**src/rtl/pmem_arbiter.sv**
```systemverilog
// rtl/pmem_arbiter.sv - serialises I-cache and D-cache line transfers onto one pmem port
//
// Purpose:
//   Arbitrates between the I-cache (line reads) and the D-cache (line reads and
//   writebacks) for a single physical memory channel. The winning request is
//   captured into registers and driven unchanged onto pmem_* until pmem_resp.
//   Completion is reported one cycle later as a single-cycle resp pulse to the
//   owner, together with the captured read line.
//
// Ports:
//   clk, rst_n                      clock, asynchronous active-low reset
//   i_read, i_address               I-cache line read request (held until i_resp)
//   i_rdata, i_resp                 I-cache returned line and completion pulse
//   d_read, d_write, d_address,     D-cache read / writeback request (held until
//   d_wdata                         d_resp), line address and writeback data
//   d_rdata, d_resp                 D-cache returned line and completion pulse
//   pmem_read, pmem_write,          physical memory strobes, address and write
//   pmem_address, pmem_wdata        data (all registered)
//   pmem_rdata, pmem_resp           physical memory read data and completion
//
// Build option:
//   ARB_RR_EN  defined   -> round-robin between I and D when both are pending
//              undefined -> fixed priority, D-cache wins

module pmem_arbiter #(
  parameter int LINE_WIDTH = 256,
  parameter int ADDR_WIDTH = 32
) (
  input  logic                  clk,
  input  logic                  rst_n,
  input  logic                  i_read,
  input  logic [ADDR_WIDTH-1:0] i_address,
  output logic [LINE_WIDTH-1:0] i_rdata,
  output logic                  i_resp,
  input  logic                  d_read,
  input  logic                  d_write,
  input  logic [ADDR_WIDTH-1:0] d_address,
  input  logic [LINE_WIDTH-1:0] d_wdata,
  output logic [LINE_WIDTH-1:0] d_rdata,
  output logic                  d_resp,
  output logic                  pmem_read,
  output logic                  pmem_write,
  output logic [ADDR_WIDTH-1:0] pmem_address,
  output logic [LINE_WIDTH-1:0] pmem_wdata,
  input  logic [LINE_WIDTH-1:0] pmem_rdata,
  input  logic                  pmem_resp
);

  typedef enum logic [1:0] {
    IDLE   = 2'd0,
    BUSY_I = 2'd1,
    BUSY_D = 2'd2,
    DONE   = 2'd3
  } state_t;

  state_t r_state;

  logic w_i_req;
  logic w_d_req;
  logic w_grant_d;

  assign w_i_req = i_read;
  assign w_d_req = d_read | d_write;

`ifdef ARB_RR_EN
  // Set when the most recent grant went to the D-cache.
  logic r_last_grant_d;

  // On contention the requester that was not granted last wins.
  assign w_grant_d = w_d_req & (~w_i_req | ~r_last_grant_d);
`else
  assign w_grant_d = w_d_req;
`endif

  always_ff @(posedge clk or negedge rst_n) begin
    if (!rst_n) begin
      r_state      <= IDLE;
      pmem_read    <= 1'b0;
      pmem_write   <= 1'b0;
      pmem_address <= '0;
      pmem_wdata   <= '0;
      i_rdata      <= '0;
      d_rdata      <= '0;
      i_resp       <= 1'b0;
      d_resp       <= 1'b0;
`ifdef ARB_RR_EN
      r_last_grant_d <= 1'b0;
`endif
    end else begin
      // Response pulses last exactly one cycle (the DONE cycle).
      i_resp <= 1'b0;
      d_resp <= 1'b0;

      case (r_state)
        IDLE: begin
          if (w_i_req || w_d_req) begin
            if (w_grant_d) begin
              r_state      <= BUSY_D;
              pmem_address <= d_address;
              pmem_wdata   <= d_wdata;
              // A simultaneous read+write from the D-cache is taken as a write.
              pmem_write   <= d_write;
              pmem_read    <= ~d_write;
            end else begin
              r_state      <= BUSY_I;
              pmem_address <= i_address;
              pmem_write   <= 1'b0;
              pmem_read    <= 1'b1;
            end
`ifdef ARB_RR_EN
            r_last_grant_d <= w_grant_d;
`endif
          end
        end

        BUSY_I: begin
          if (pmem_resp) begin
            i_rdata   <= pmem_rdata;
            i_resp    <= 1'b1;
            pmem_read <= 1'b0;
            r_state   <= DONE;
          end
        end

        BUSY_D: begin
          if (pmem_resp) begin
            // The held write strobe tells us which op is in flight; writebacks
            // leave the previously returned line untouched.
            if (!pmem_write) begin
              d_rdata <= pmem_rdata;
            end
            d_resp     <= 1'b1;
            pmem_read  <= 1'b0;
            pmem_write <= 1'b0;
            r_state    <= DONE;
          end
        end

        // One dead cycle so the served requester can drop its request before
        // the next arbitration decision.
        DONE: begin
          r_state <= IDLE;
        end

        default: begin
          r_state <= IDLE;
        end
      endcase
    end
  end

  // The D-cache must never request a read and a writeback at the same time.
  assert property (@(posedge clk) disable iff (!rst_n) !(d_read && d_write));

endmodule

```
**config.mk**
```make
export PLATFORM = sky130hd
export DESIGN_NAME = pmem_arbiter
export DESIGN_NICKNAME = d
export VERILOG_FILES = /design/src/rtl/pmem_arbiter.sv
export SDC_FILE = /design/constraint.sdc
export NUM_CORES = 1
export LEC_CHECK = 0
export BUFFER_PORTS_ARGS = -buffer_cell sky130_fd_sc_hd__buf_2
export CORE_AREA = 2 2 546 548
export CTS_BUF_LIST = sky130_fd_sc_hd__clkbuf_16
export DETAILED_ROUTE_END_ITERATION = 16
export DIE_AREA = 0 0 548 550
export PLACE_DENSITY = 0.35
export RECOVER_POWER = 100
export SLEW_MARGIN = 20
export SYNTH_ARGS = -nofsm -noshare
export SYNTH_HDL_FRONTEND = slang
export SYNTH_SLANG_ARGS = --single-unit
export TNS_END_PERCENT = 50
```
**constraint.sdc**
```tcl
create_clock -name clk -period 3.78 [get_ports clk]
set_input_delay 0.567 -clock clk [delete_from_list [all_inputs] [get_ports clk]]
set_output_delay 0.567 -clock clk [all_outputs]
set_load 0.02 [all_outputs]
```
After elaboration in Yosys (flattened, before gate mapping)
Cells that the tools add are included.
{"block": "op_classes", "eq_ne": 6, "n_mux": 15, "bitwise_logic": 3, "n_reduce_logical": 12}
{"operator": "$mux W32", "n": 1}
{"operator": "$reduce_and A3 Y1", "n": 4}
{"operator": "$mux W1", "n": 8}
{"operator": "$mux W2", "n": 3}
{"operator": "$pmux W2 S3", "n": 1}
{"operator": "$reduce_and A2 Y1", "n": 3}
{"operator": "$eq A2 B2 Y1 const B", "n": 2}
{"operator": "$ne A2 B2 Y1 const B", "n": 2}
{"operator": "$pmux W1 S2", "n": 2}
{"operator": "$reduce_bool A2 Y1", "n": 2}
{"operator": "$eq A2 B1 Y1 const B", "n": 1}
{"operator": "$logic_not A2 Y1", "n": 1}
{"operator": "$ne A2 B1 Y1 const B", "n": 1}
{"operator": "$not A1 Y1", "n": 2}
{"operator": "$reduce_or A2 Y1", "n": 1}
{"operator": "$logic_or A1 B1 Y1", "n": 1}
{"operator": "$or A1 B1 Y1", "n": 1}
{"block": "word_totals", "register_bits": 806, "output_inout_bits": 804}

Logic depth before layout (Yosys ltp)
Gate-level depths: netlist of the first run.
{"block": "logic_depth", "ltp_word": 4, "ltp_mapped": 8}

Least setup slack after synthesis of the first run
No wires, ideal clock.
{"block": "synth_path", "kind": "register -> register", "startpoint": "reg r_state[0]", "endpoint": "reg d_rdata[48]", "t_arrival_ns": 1.643, "path_slack_ns": 2.013, "stages_incl_launch_ff": 9, "path_cell_list": "dfrtp_1 inv_1 ha_1 and2_2 nand2b_1 buf_2 buf_6 buf_6 mux2_2"}
{"block": "synth_between", "elab_chain_len": 2}
{"item": "start, declared", "line": "56", "source": "state_t r_state;"}
{"item": "start signal, assigned", "line": "77", "source": "r_state <= IDLE;"}
{"item": "start signal, assigned", "line": "98", "source": "r_state <= BUSY_D;"}
{"item": "start signal, assigned", "line": "105", "source": "r_state <= BUSY_I;"}
{"item": "$eq A2 B2 Y1", "line": "94", "source": "case (r_state)"}
{"item": "$reduce_and A3 Y1 (no line)"}
{"item": "end signal, assigned", "line": "130", "source": "d_rdata <= pmem_rdata;"}
{"item": "end, declared", "line": "39", "source": "output logic [LINE_WIDTH-1:0] d_rdata,"}
No other way between the ends.
A chain may end at the register's enable or synchronous reset.

Final worst setup path of the first run
{"block": "layout_path", "startpoint": "reg r_state[0]", "endpoint": "reg d_rdata[61]"}
Same word-level chain as after synthesis.

==> results of run 1 <==
[metrics by stage]
stage	total power, mW	area (um2)	utilization, %
after floorplan	26.9	30400	-
after global placement	36.6	42300	14.3
after detailed placement	36.7	42300	14.3
after CTS	47.7	50700	17.2
after global routing	47.8	49500	16.8
final	45.4	49600	16.8
[layout by cell type (no fill, tap or decap), types with 3 or more instances in the layout]
cell | synthesis | layout
sky130_fd_sc_hd__clkbuf_1 | 5 | 829
sky130_fd_sc_hd__clkinv_4 | 0 | 3
sky130_fd_sc_hd__clkinv_2 | 0 | 9
sky130_fd_sc_hd__buf_12 | 0 | 16
sky130_fd_sc_hd__mux2_2 | 717 | 717
sky130_fd_sc_hd__buf_4 | 27 | 14
sky130_fd_sc_hd__mux2_1 | 53 | 53
sky130_fd_sc_hd__clkbuf_16 | 0 | 108
sky130_fd_sc_hd__ha_1 | 5 | 5
sky130_fd_sc_hd__mux2i_1 | 34 | 34
sky130_fd_sc_hd__inv_1 | 3 | 27
sky130_fd_sc_hd__inv_6 | 0 | 3
sky130_fd_sc_hd__diode_2 | 0 | 57
sky130_fd_sc_hd__nand2_1 | 33 | 33
sky130_fd_sc_hd__clkinv_1 | 0 | 27
sky130_fd_sc_hd__buf_2 | 31 | 580
sky130_fd_sc_hd__a21oi_1 | 3 | 3
sky130_fd_sc_hd__o21ai_0 | 32 | 32
sky130_fd_sc_hd__clkbuf_2 | 1 | 9
sky130_fd_sc_hd__dfrtp_1 | 806 | 806
sky130_fd_sc_hd__clkinvlp_4 | 0 | 3
sky130_fd_sc_hd__bufinv_16 | 0 | 8
sky130_fd_sc_hd__dlygate4sd3_1 | 0 | 507
[sequential cells by signal (all words and copies together) (netlist names)]
name and flops:
d_rdata 256, d_resp 1, i_rdata 256, i_resp 1, pmem_address 32, pmem_read 1, pmem_wdata 256, pmem_write 1
r_state 2
[how the worst max path moves through the flow]
stage / to / from / slack [ps] / cells after the start
floorplan: d_rdata[48]$_DFFE_PN0P_ / r_state[0]$_DFFE_PN0P_ / 2010 / 8
global placement: pmem_wdata[44]$_DFFE_PN0P_ / d_write / 1260 / 4
detailed placement: pmem_wdata[54]$_DFFE_PN0P_ / d_write / 1210 / 4
CTS: d_rdata[70]$_DFFE_PN0P_ / r_state[0]$_DFFE_PN0P_ / 1330 / 7
global route: d_rdata[61]$_DFFE_PN0P_ / r_state[0]$_DFFE_PN0P_ / 640 / 7
finish: d_rdata[61]$_DFFE_PN0P_ / r_state[0]$_DFFE_PN0P_ / 800 / 7
[power by group]
| group | internal (mW) | switching [mW] | total (mW) | leakage (nW) |
|---|---|---|---|---|
| combinational | 6.72 | 13.1 | 19.8 | 9.18 |
| sequential | 13.1 | 2.52 | 15.6 | 9.56 |
| clock | 5.70 | 4.24 | 9.95 | 1.71 |
[layer usage]
metal / routed length [um] / vias to the layer above / track usage [%]
met5: 850 / - / 0.360
met4: 6660 / 112 / 3.48
met2: 85600 / 1263 / 19.5
met3: 19600 / 365 / 5.11
li1: - / 10400 / -
met1: 73800 / 12000 / 14.0
[cell type report]
type / count / area [um2]
Inverter: 4 / 22.5
Clock buffer: 108 / 2700
Sequential cell: 806 / 20200
Clock inverter: 80 / 622
Timing Repair Buffer: 1956 / 11600
Fill cell: 33100 / 246000
Multi-Input combinational cell: 889 / 9460
Antenna cell: 57 / 143
Tap cell: 3939 / 4930
[kinds of logic after synthesis]
| kind of cell | Yosys count |
|---|---|
| simple gates | 40 |
| fa+ha+maj | 5 |
| compound gates | 40 |
| flops | 806 |
| buf+inv | 98 |
| mux | 804 |
==> summary.md, run 1 <==
| Metric | Value |
|---|---|
| Most instantiated cells after synthesis | `806 x sky130_fd_sc_hd__dfrtp_1, 717 x sky130_fd_sc_hd__mux2_2, 53 x sky130_fd_sc_hd__mux2_1, 34 x sky130_fd_sc_hd__mux2i_1, 33 x sky130_fd_sc_hd__nand2_1` |
| Main combinational cell family by area after synthesis | `multiplexers` |
| Pwr/cell area | `914 nW/um2` |
| Number of antenna violations at the first check in global routing | `160` |
| Kind of end point of the critical path | `register` |
| Post-route worst setup slack | `804 ps` |
| Placed insts | `7087` |
| Synth unique cells | `25` |
| Crit path required time | `4440 ps` |
| Kind of cell with the highest combined delay on the critical path | `simple AND/OR/NAND/NOR gates` |
| Max IR drop VDD | `0.394 mV` |
| Reg2reg setup slack | `800 ps` |
| Most frequent cell after synthesis | `sky130_fd_sc_hd__dfrtp_1` |
| Hold_buf cts | `507` |
| Fin crit share | `78.7%` |
| Total routed wirelength | `187000 um` |
| Mean cell area of the mapped netlist | `16.9 um2` |
| Routed vias | `24100` |
| Actual slew at the worst max-slew pin | `1790 ps` |
| Worst reg2reg path startpoint | `r_state[0]$_DFFE_PN0P_` |
| Worst Path Max Fanout | `28` |
| DRC viols | `0` |
| Portion of synthesized cell area occupied by the leading cell type | `66.4%` |
| Root buf cell | `sky130_fd_sc_hd__clkbuf_16` |
| Ys async rst share | `100%` |
| Clock tree buffer depth | `4` |
| Hold path start | `pmem_rdata[62]` |
| Floorplan core area | `296000 um2` |
| Placement Rows | `200` |
| Worst path bufs/invs | `3` |
| HPWL after detailed placement | `157000 um` |
| Worst R2R End | `d_rdata[61]$_DFFE_PN0P_` |
| Worst hold endpoint | `d_rdata[62]$_DFFE_PN0P_` |
| Static leakage | `20.4 nW` |
| Clk pin slew, worst setup/hold paths | `60 ps` |
| Global-route wire length before repair | `243000 um` |
| FF+latch count, synth | `806` |
| Multiplexer share of the synthesized area | `29.7%` |
| Delay contributed by the slowest stage of the critical path | `680 ps` |
| Die span in x | `548 um` |
| Setup TNS after final layout | `0 ps` |
| Peak clock frequency supported by timing | `336 MHz` |
| Synth Instances | `1793` |
| Worst-case clock skew | `41.2 ps` |
| Placement-stage worst setup slack | `1210 ps` |
| Number of warnings issued by yosys | `0` |
| Number of clock buffers inserted by TritonCTS | `108` |
| Critical path launch point type | `register` |
| Post-cts gate resize count | `0` |
| Post-layout instance count excluding filler cells | `7839` |
| First drt pass iteration count | `4` |
| Area fraction in and, or, nand and nor cells after synthesis | `0.536%` |
| Number of enable flip-flop cells after synthesis | `0` |
| Dominant cell type by area after synthesis | `sky130_fd_sc_hd__dfrtp_1` |
| Parity-gate share of the synthesized area counting xor and xnor cells | `0%` |
| CP max-delay cell | `sky130_fd_sc_hd__nand2b_1` |
| Max-cap violations | `6` |
| Placer Congestion | `0.877` |
| DRT iter0 DRCs | `956` |
| Min-Delay Path Depth | `2` |
| Predominant post-synthesis flop cell | `sky130_fd_sc_hd__dfrtp_1` |
| Final-report max-slew violation count | `222` |
| Largest cells by area after synthesis | `sky130_fd_sc_hd__dfrtp_1 66%, sky130_fd_sc_hd__mux2_2 27%, sky130_fd_sc_hd__mux2_1 2.0%, sky130_fd_sc_hd__mux2i_1 1.1%, sky130_fd_sc_hd__buf_6 1.1%` |
| Post-synthesis share of cell area spent on full adders, half adders and majority gates | `0.206%` |
| Post-synth net total | `2380` |
| Hold/Removal Path Class | `in2reg` |
| Overflow left after global routing | `0` |
| Setup bufs post-CTS | `0` |
| Violated checks | `capacitance limit, slew limit` |
| Number of global-route vias before repair | `25200` |
| Global-route usage over all layers | `11.9%` |
| Die area | `301000 um2` |
| Headroom to the max-slew limit | `-19.1%` |
| Layout Area Growth over Synthesis | `63.4%` |
| Compound-gate portion of the synthesized area | `0.758%` |
| Final count of negative-setup-slack endpoints | `0` |
| Post-synthesis instance area | `30400 um2` |
| TritonCTS clock tree | `done` |
| Net total in the final layout | `4352` |
| Final Hold Violating Endpoints | `0` |
| Status | `finished, violations left` |
| Initial cell density of the core | `10.3%` |
| Worst setup path class | `reg2reg` |
| CTS H-Tree Depth | `3` |
| Arrival time of the worst setup path | `3630 ps` |
| Die outline height | `550 um` |
| Ports placed on the boundary | `1386` |
| Number of nets still failing antenna checks after routing | `0` |
| Pin count of the biggest net entering global routing | `77` |
| Worst-case reg-to-reg path depth | `7` |
| Min Clock Period, post-route | `2980 ps` |
| Ordered cell list for the critical path | `inv_1, ha_1, and2_0, nand2b_1, buf_12, clkbuf_1, mux2_2` |
| Total clock sinks | `806` |
| Min Hold Slack | `86.0 ps` |
| Count of port buffers added during placement | `1385` |
| Clk_lat worst skew | `840 ps` |
| Share of post-route cells with drive strength above 1 | `38.4%` |
| Post-DR vias/cell | `3.08` |
| Setup repair after global routing missed its margin | `no` |
| Fraction of the yosys area taken by sequential cells | `66.4%` |
| Routed wire per std cell | `23.8 um` |
Power figures use the tool's default switching activity.
==> run 2: changes to the inputs <==
--- a/config.mk
+++ b/config.mk
@@ -5,11 +5,12 @@
 export SDC_FILE = /design/constraint.sdc
 export NUM_CORES = 1
 export LEC_CHECK = 0
+export ABC_AREA = 1
 export BUFFER_PORTS_ARGS = -buffer_cell sky130_fd_sc_hd__buf_2
-export CORE_AREA = 2 2 546 548
+export CORE_AREA = 2 2 541 543
 export CTS_BUF_LIST = sky130_fd_sc_hd__clkbuf_16
 export DETAILED_ROUTE_END_ITERATION = 16
-export DIE_AREA = 0 0 548 550
+export DIE_AREA = 0 0 543 545
 export PLACE_DENSITY = 0.35
 export RECOVER_POWER = 100
 export SLEW_MARGIN = 20
==> constraint.sdc (replaced) <==
create_clock -name clk -period 2.9 [get_ports clk]
set_input_delay 0.435 -clock clk [delete_from_list [all_inputs] [get_ports clk]]
set_output_delay 0.435 -clock clk [all_outputs]
set_load 0.02 [all_outputs]
==> summary.md, run 2 <==
| Metric | Value |
|---|---|
| Part of the total power dissipated in combinational logic | `42.8%` |
| Post-synth net total | `3890` |
| Ports placed on the boundary | `1386` |
| Placement Rows | `198` |
| Static leakage | `24.1 nW` |
| Routed wire per std cell | `20.5 um` |
| Number of clock buffers inserted by TritonCTS | `105` |
| Worst Path Max Fanout | `25` |
| Portion of synthesized cell area occupied by the leading cell type | `65.2%` |
| Post-route worst setup slack | `474 ps` |
| DRC viols | `0` |
| First drt pass iteration count | `5` |
| Min Clock Period, post-route | `2430 ps` |
| Overflow left after global routing | `0` |
| Final Hold Violating Endpoints | `0` |
| CTS H-Tree Depth | `3` |
| FF+latch count, synth | `806` |
| Root buf cell | `sky130_fd_sc_hd__clkbuf_16` |
| Share of post-route cells with drive strength above 1 | `14.8%` |
| Top Registers | `d_rdata (256), i_rdata (256), pmem_wdata (256)` |
| Die span in x | `543 um` |
| Post-synthesis instance area | `30900 um2` |
| Critical path launch point type | `register` |
| Register share of total power | `34.5%` |
| Worst setup path class | `reg2reg` |
| Post-DR vias/cell | `3.33` |
| Post-layout instance count excluding filler cells | `9280` |
| Synth Instances | `3303` |
| Fraction of the yosys area taken by sequential cells | `65.2%` |
| Hold/Removal Path Class | `in2reg` |
| Setup bufs post-CTS | `0` |
| CP max-delay cell | `sky130_fd_sc_hd__nand2_2` |
| NetSw | `27.2 mW` |
| Most repeated library cell on the critical path | `sky130_fd_sc_hd__nand2_1` |
| Die outline height | `545 um` |
| Post-cts gate resize count | `0` |
| Total routed wirelength | `190000 um` |
| Crit path required time | `3580 ps` |
| Status | `finished, violations left` |
| Delay contributed by the slowest stage of the critical path | `620 ps` |
| Initial cell density of the core | `10.7%` |
| Number of nets still failing antenna checks after routing | `0` |
| Clk_lat worst skew | `810 ps` |
| Placement-stage worst setup slack | `708 ps` |
| Most common library cell in the layout ignoring fill and taps | `sky130_fd_sc_hd__nand2_1` |
| DRT iter0 DRCs | `1749` |
| Placer Congestion | `0.917` |
| TritonCTS clock tree | `done` |
| Mean cell area of the mapped netlist | `9.37 um2` |
| Arrival time of the worst setup path | `3110 ps` |
| Largest cells by area after synthesis | `sky130_fd_sc_hd__dfrtp_1 65%, sky130_fd_sc_hd__nand2_1 15%, sky130_fd_sc_hd__o21ai_0 4.2%, sky130_fd_sc_hd__nand3_1 4.2%, sky130_fd_sc_hd__o21ai_1 4.1%` |
| Number of warnings issued by yosys | `0` |
| Global-route usage over all layers | `12.3%` |
| Clock group share of total power | `22.7%` |
| Worst-case clock skew | `43.5 ps` |
| Fin crit share | `83.7%` |
| Max-cap violations | `2` |
| Kind of end point of the critical path | `register` |
| HPWL after detailed placement | `155000 um` |
| Final count of negative-setup-slack endpoints | `0` |
| Final-report max-slew violation count | `86` |
| Setup TNS after final layout | `0 ps` |
| Most frequent cell after synthesis | `sky130_fd_sc_hd__nand2_1` |
| Die area | `296000 um2` |
| Peak clock frequency supported by timing | `412 MHz` |
| Clock tree buffer depth | `4` |
| Pwr/cell area | `1130 nW/um2` |
| Max IR drop VDD | `0.480 mV` |
| Number of antenna violations at the first check in global routing | `69` |
| Actual slew at the worst max-slew pin | `1650 ps` |
| Clk pin slew, worst setup/hold paths | `60 ps` |
| Ys async rst share | `100%` |
| Number of enable flip-flop cells after synthesis | `0` |
| Predominant post-synthesis flop cell | `sky130_fd_sc_hd__dfrtp_1` |
| Violated checks | `capacitance limit, slew limit` |
| Headroom to the max-slew limit | `-9.84%` |
| Most instantiated cells after synthesis | `1231 x sky130_fd_sc_hd__nand2_1, 806 x sky130_fd_sc_hd__dfrtp_1, 268 x sky130_fd_sc_hd__inv_1, 260 x sky130_fd_sc_hd__o21ai_0, 258 x sky130_fd_sc_hd__nand3_1` |
| Share of total power consumed by net switching | `47.5%` |
| Dominant cell type by area after synthesis | `sky130_fd_sc_hd__dfrtp_1` |
| Placed insts | `8479` |
| Setup repair after global routing missed its margin | `no` |
| Pin count of the biggest net entering global routing | `127` |
| Synth unique cells | `19` |
| Cell internal power dissipation | `30.0 mW` |
| Routed vias | `30900` |
| Total clock sinks | `806` |
| Ordered cell list for the critical path | `inv_1, ha_4, nand2_2, clkbuf_2, nand2_1, nand2_1` |
| Global-route wire length before repair | `259000 um` |
| Net total in the final layout | `5848` |
| Highest-count cells in the layout ignoring fill and taps | `1230 x sky130_fd_sc_hd__nand2_1, 845 x sky130_fd_sc_hd__clkbuf_1, 806 x sky130_fd_sc_hd__dfrtp_1` |
| Filler instances | `33100` |
| Count of port buffers added during placement | `1385` |
| Layout Area Growth over Synthesis | `63.7%` |
| Floorplan core area | `290000 um2` |
| Number of global-route vias before repair | `32000` |
run 2: cell count changes in the layout (fill, tap and decap cells not counted), sizes merged, moves of 34 or more:
cell,previous run,this run
mux2i,34,0
o21ai,33,516
mux2,770,0
dlygate4sd3,507,575
nand3,0,258
inv,33,295
nand2,33,1231
run 2: path summary, 6_finish.rpt:
check	depth (start not counted)	slack (ps)	start	endpoint
max in group asynchronous	3	590	rst_n	d_rdata[41]$_DFFE_PN0P_
hold reg to reg	2	470	pmem_wdata[183]$_DFFE_PN0P_	pmem_wdata[183]$_DFFE_PN0P_
setup / recovery	6	470	r_state[0]$_DFFE_PN0P_	pmem_wdata[187]$_DFFE_PN0P_
min in group asynchronous	2	270	rst_n	d_rdata[71]$_DFFE_PN0P_
hold / removal	3	80	pmem_rdata[211]	i_rdata[211]$_DFFE_PN0P_
setup reg to reg	6	470	r_state[0]$_DFFE_PN0P_	pmem_wdata[187]$_DFFE_PN0P_
run 2: power by group through the flow:
| stage | Sequential [mW] | Clock, mW | Combinational (mW) |
|---|---|---|---|
| 2_1_floorplan | 25.7 | 0 | 7.26 |
| 6_report | 19.8 | 13.0 | 24.5 |
| 3_5_place_dp | 19.7 | 0 | 26.4 |
| 4_1_cts | 19.6 | 13.6 | 27.1 |
| 3_3_place_gp | 19.6 | 0 | 26.2 |
| 5_1_grt | 20.4 | 14.0 | 26.8 |
run 2: routing by layer:
metal | vias to the layer above | global-route usage (%) | part of all wire (%)
met5 | - | 0 | 0.083
met2 | 1357 | 21.4 | 49
li1 | 14400 | - | -
met4 | 24 | 4.16 | 3.6
met1 | 14800 | 14.2 | 40
met3 | 264 | 3.86 | 8.1
run 2: kinds of logic after synthesis:
logic type	count (synthesis)	synth area share [%]
AND/OR/NAND/NOR	1494	19.2
flip-flops	806	65.2
AO/OA/AOI/OAI	518	8.39
buffers and inverters	480	7.01
adder cells (fa/ha/maj)	5	0.202
run 2: layout make-up:
type | count | area, um2 | share of cell area, %
flip-flops and latches | 806 | 20200 | 39.8
repair buffers | 2062 | 12500 | 24.7
multi-input cells | 2017 | 8620 | 17.0
well taps | 3900 | 4880 | 9.64
clock buffers | 105 | 2630 | 5.19
inverters | 269 | 1020 | 2.01
clock inverters | 80 | 707 | 1.40
diodes | 41 | 103 | 0.203
run 2: worst max-delay path: cells and delay by family, from the launching register on:
family                   cells  cell delay, ps
buffers and inverters        2             700
adder cells (fa/ha/maj)      1             290
AND/OR/NAND/NOR              3             830
flip-flops                   1             420
run 2: per-stage QoR:
| stage | total power, mW | utilization (%) | cell area [um2] | hold WS, ps |
|---|---|---|---|---|
| global placement | 45.9 | 14.8 | 42800 | 451 |
| detailed placement | 46.1 | 14.8 | 42800 | 453 |
| CTS | 60.3 | 17.9 | 51900 | 3.84 |
| floorplan | 32.9 | - | 30900 | 139 |
| global route | 61.3 | 17.4 | 50600 | 56.1 |
| finish | 57.3 | 17.5 | 50600 | 82.2 |
run 2: timing repair:
item                                    CTS  global route
hold endpoints to repair                823             0
endpoints found under the setup margin    0             0
hold buffers                            575             0
==> run 3: changes to the inputs <==
==> constraint.sdc (replaced) <==
create_clock -name clk -period 2.55 [get_ports clk]
set_input_delay 0.3825 -clock clk [delete_from_list [all_inputs] [get_ports clk]]
set_output_delay 0.3825 -clock clk [all_outputs]
set_load 0.02 [all_outputs]
==> summary.md, run 3 (synthesis gave the netlist of run 2 again) <==
| Metric | Value |
|---|---|
| Status | `finished clean` |
| Headroom to the max-slew limit | `1.61%` |
| Setup TNS after final layout | `0 ps` |
| Global-route usage over all layers | `12.3%` |
| Number of nets still failing antenna checks after routing | `0` |
| Critical path launch point type | `register` |
| Layout Area Growth over Synthesis | `64.6%` |
| Final Hold Violating Endpoints | `0` |
| Crit path required time | `3270 ps` |
| Hold/Removal Path Class | `in2reg` |
| Net total in the final layout | `5866` |
| Pin count of the biggest net entering global routing | `105` |
| Die outline height | `545 um` |
| Clk pin slew, worst setup/hold paths | `60 ps` |
| Pwr/cell area | `1280 nW/um2` |
| Setup bufs post-CTS | `0` |
| Actual slew at the worst max-slew pin | `1480 ps` |
| Worst hold endpoint | `pmem_wdata[186]$_DFFE_PN0P_` |
| Clk_lat worst skew | `820 ps` |
| Total clock sinks | `806` |
| Die area | `296000 um2` |
| Total routed wirelength | `190000 um` |
| Ports placed on the boundary | `1386` |
| Hold path start | `d_wdata[186]` |
| Worst reg2reg path startpoint | `r_state[0]$_DFFE_PN0P_` |
| Placement Rows | `198` |
| Worst R2R End | `d_rdata[51]$_DFFE_PN0P_` |
| Number of clock buffers inserted by TritonCTS | `109` |
| Initial cell density of the core | `10.7%` |
| Area of placed instances | `42900 um2` |
| HPWL after detailed placement | `155000 um` |
| Count of port buffers added during placement | `1385` |
| Worst setup path class | `reg2reg` |
| Routed vias | `30700` |
| Worst Path Max Fanout | `37` |
| DRT iter0 DRCs | `1807` |
| Min-Delay Path Depth | `4` |
| Top Registers | `d_rdata (256), i_rdata (256), pmem_wdata (256)` |
| Area of all placed cells without fillers | `50900 um2` |
| Hold_buf cts | `583` |
| Static leakage | `24.3 nW` |
| Setup repair after global routing missed its margin | `no` |
| Number of antenna violations at the first check in global routing | `70` |
| Share of post-route cells with drive strength above 1 | `15.2%` |
| Peak clock frequency supported by timing | `452 MHz` |
| Global-route wire length before repair | `257000 um` |
| Final count of negative-setup-slack endpoints | `0` |
| Highest-count cells in the layout ignoring fill and taps | `1231 x sky130_fd_sc_hd__nand2_1, 836 x sky130_fd_sc_hd__clkbuf_1, 806 x sky130_fd_sc_hd__dfrtp_1` |
| Max-cap violations | `0` |
| Placer Congestion | `0.908` |
| First drt pass iteration count | `5` |
| Worst-case clock skew | `52.2 ps` |
| Post-DR vias/cell | `3.30` |
| Post-cts gate resize count | `0` |
| DRC viols | `0` |
| Min Clock Period, post-route | `2210 ps` |
| Min Hold Slack | `329 ps` |
| TritonCTS clock tree | `done` |
| Root buf cell | `sky130_fd_sc_hd__clkbuf_16` |
| CTS H-Tree Depth | `3` |
| Arrival time of the worst setup path | `2930 ps` |
| Fin crit share | `86.7%` |
| Overflow left after global routing | `0` |
| Worst-case reg-to-reg path depth | `7` |
| Reg2reg setup slack | `340 ps` |
| Max IR drop VDD | `0.560 mV` |
| Most common library cell in the layout ignoring fill and taps | `sky130_fd_sc_hd__nand2_1` |
| Kind of end point of the critical path | `register` |
| Routed wire per std cell | `20.4 um` |
| Clock tree buffer depth | `4` |
| Die span in x | `543 um` |
| Number of global-route vias before repair | `31700` |
| Floorplan core area | `290000 um2` |
| Final-report max-slew violation count | `0` |
[run 3: cell type report]
type                       instances  area [um2]
clock inverter                    86         682
multi-input combinational       2017        8610
sequential                       806       20200
antenna                           34        85.1
clock buffer                     109        2730
tap                             3900        4880
inverter                         269        1020
timing repair buffer            2076       12700
fill                           33100      239000
[run 3: how the worst max path moves through the flow]
stage | start | end | slack, ps | cells after the start
3_3_place_gp | r_state[0]$_DFFE_PN0P_ | d_rdata[151]$_DFFE_PN0P_ | 540 | 8
3_5_place_dp | r_state[0]$_DFFE_PN0P_ | d_rdata[151]$_DFFE_PN0P_ | 490 | 8
6_report | r_state[0]$_DFFE_PN0P_ | d_rdata[51]$_DFFE_PN0P_ | 340 | 7
5_1_grt | r_state[1]$_DFFE_PN0P_ | i_rdata[171]$_DFFE_PN0P_ | 140 | 7
4_1_cts | pmem_write$_DFFE_PN0P_ | pmem_write | 410 | 1
2_1_floorplan | r_state[0]$_DFFE_PN0P_ | d_rdata[10]$_DFFE_PN0P_ | 930 | 9
[run 3: per-stage QoR]
step / worst slack (ps) / total power, mW / std cells / utilization (%)
global placement: 538 / 52.1 / 8485 / 14.8
global route: 142 / 69.8 / 9286 / 17.5
floorplan: 928 / 37.4 / 3303 / -
CTS: 414 / 68.7 / 9263 / 18.0
finish: 340 / 65.2 / 9297 / 17.6
detailed placement: 488 / 52.3 / 8485 / 14.8
[run 3: worst max-delay path: stages (launching register included)]
cell and delay, ps:
sky130_fd_sc_hd__dfrtp_1 410, sky130_fd_sc_hd__inv_1 150, sky130_fd_sc_hd__ha_1 220, sky130_fd_sc_hd__nand2_1 100
sky130_fd_sc_hd__or2_4 290, sky130_fd_sc_hd__clkbuf_4 350, sky130_fd_sc_hd__buf_4 320, sky130_fd_sc_hd__o21ai_0 190
[run 3: metal layers]
| layer | vias up | wire [um] | track usage, % |
|---|---|---|---|
| li1 | 14500 | - | - |
| met1 | 14600 | 74500 | 13.9 |
| met2 | 1326 | 92500 | 21.3 |
| met3 | 294 | 15800 | 4.09 |
| met4 | 30 | 7000 | 4.44 |
| met5 | - | 159 | 0 |
[run 3: report_power, final]
group / total (mW) / leakage (nW) / internal [mW] / switching, mW
Sequential: 22.4 / 10.1 / 18.8 / 3.60
Combinational: 27.8 / 12.5 / 6.81 / 21.0
Clock: 15.0 / 1.74 / 8.58 / 6.42
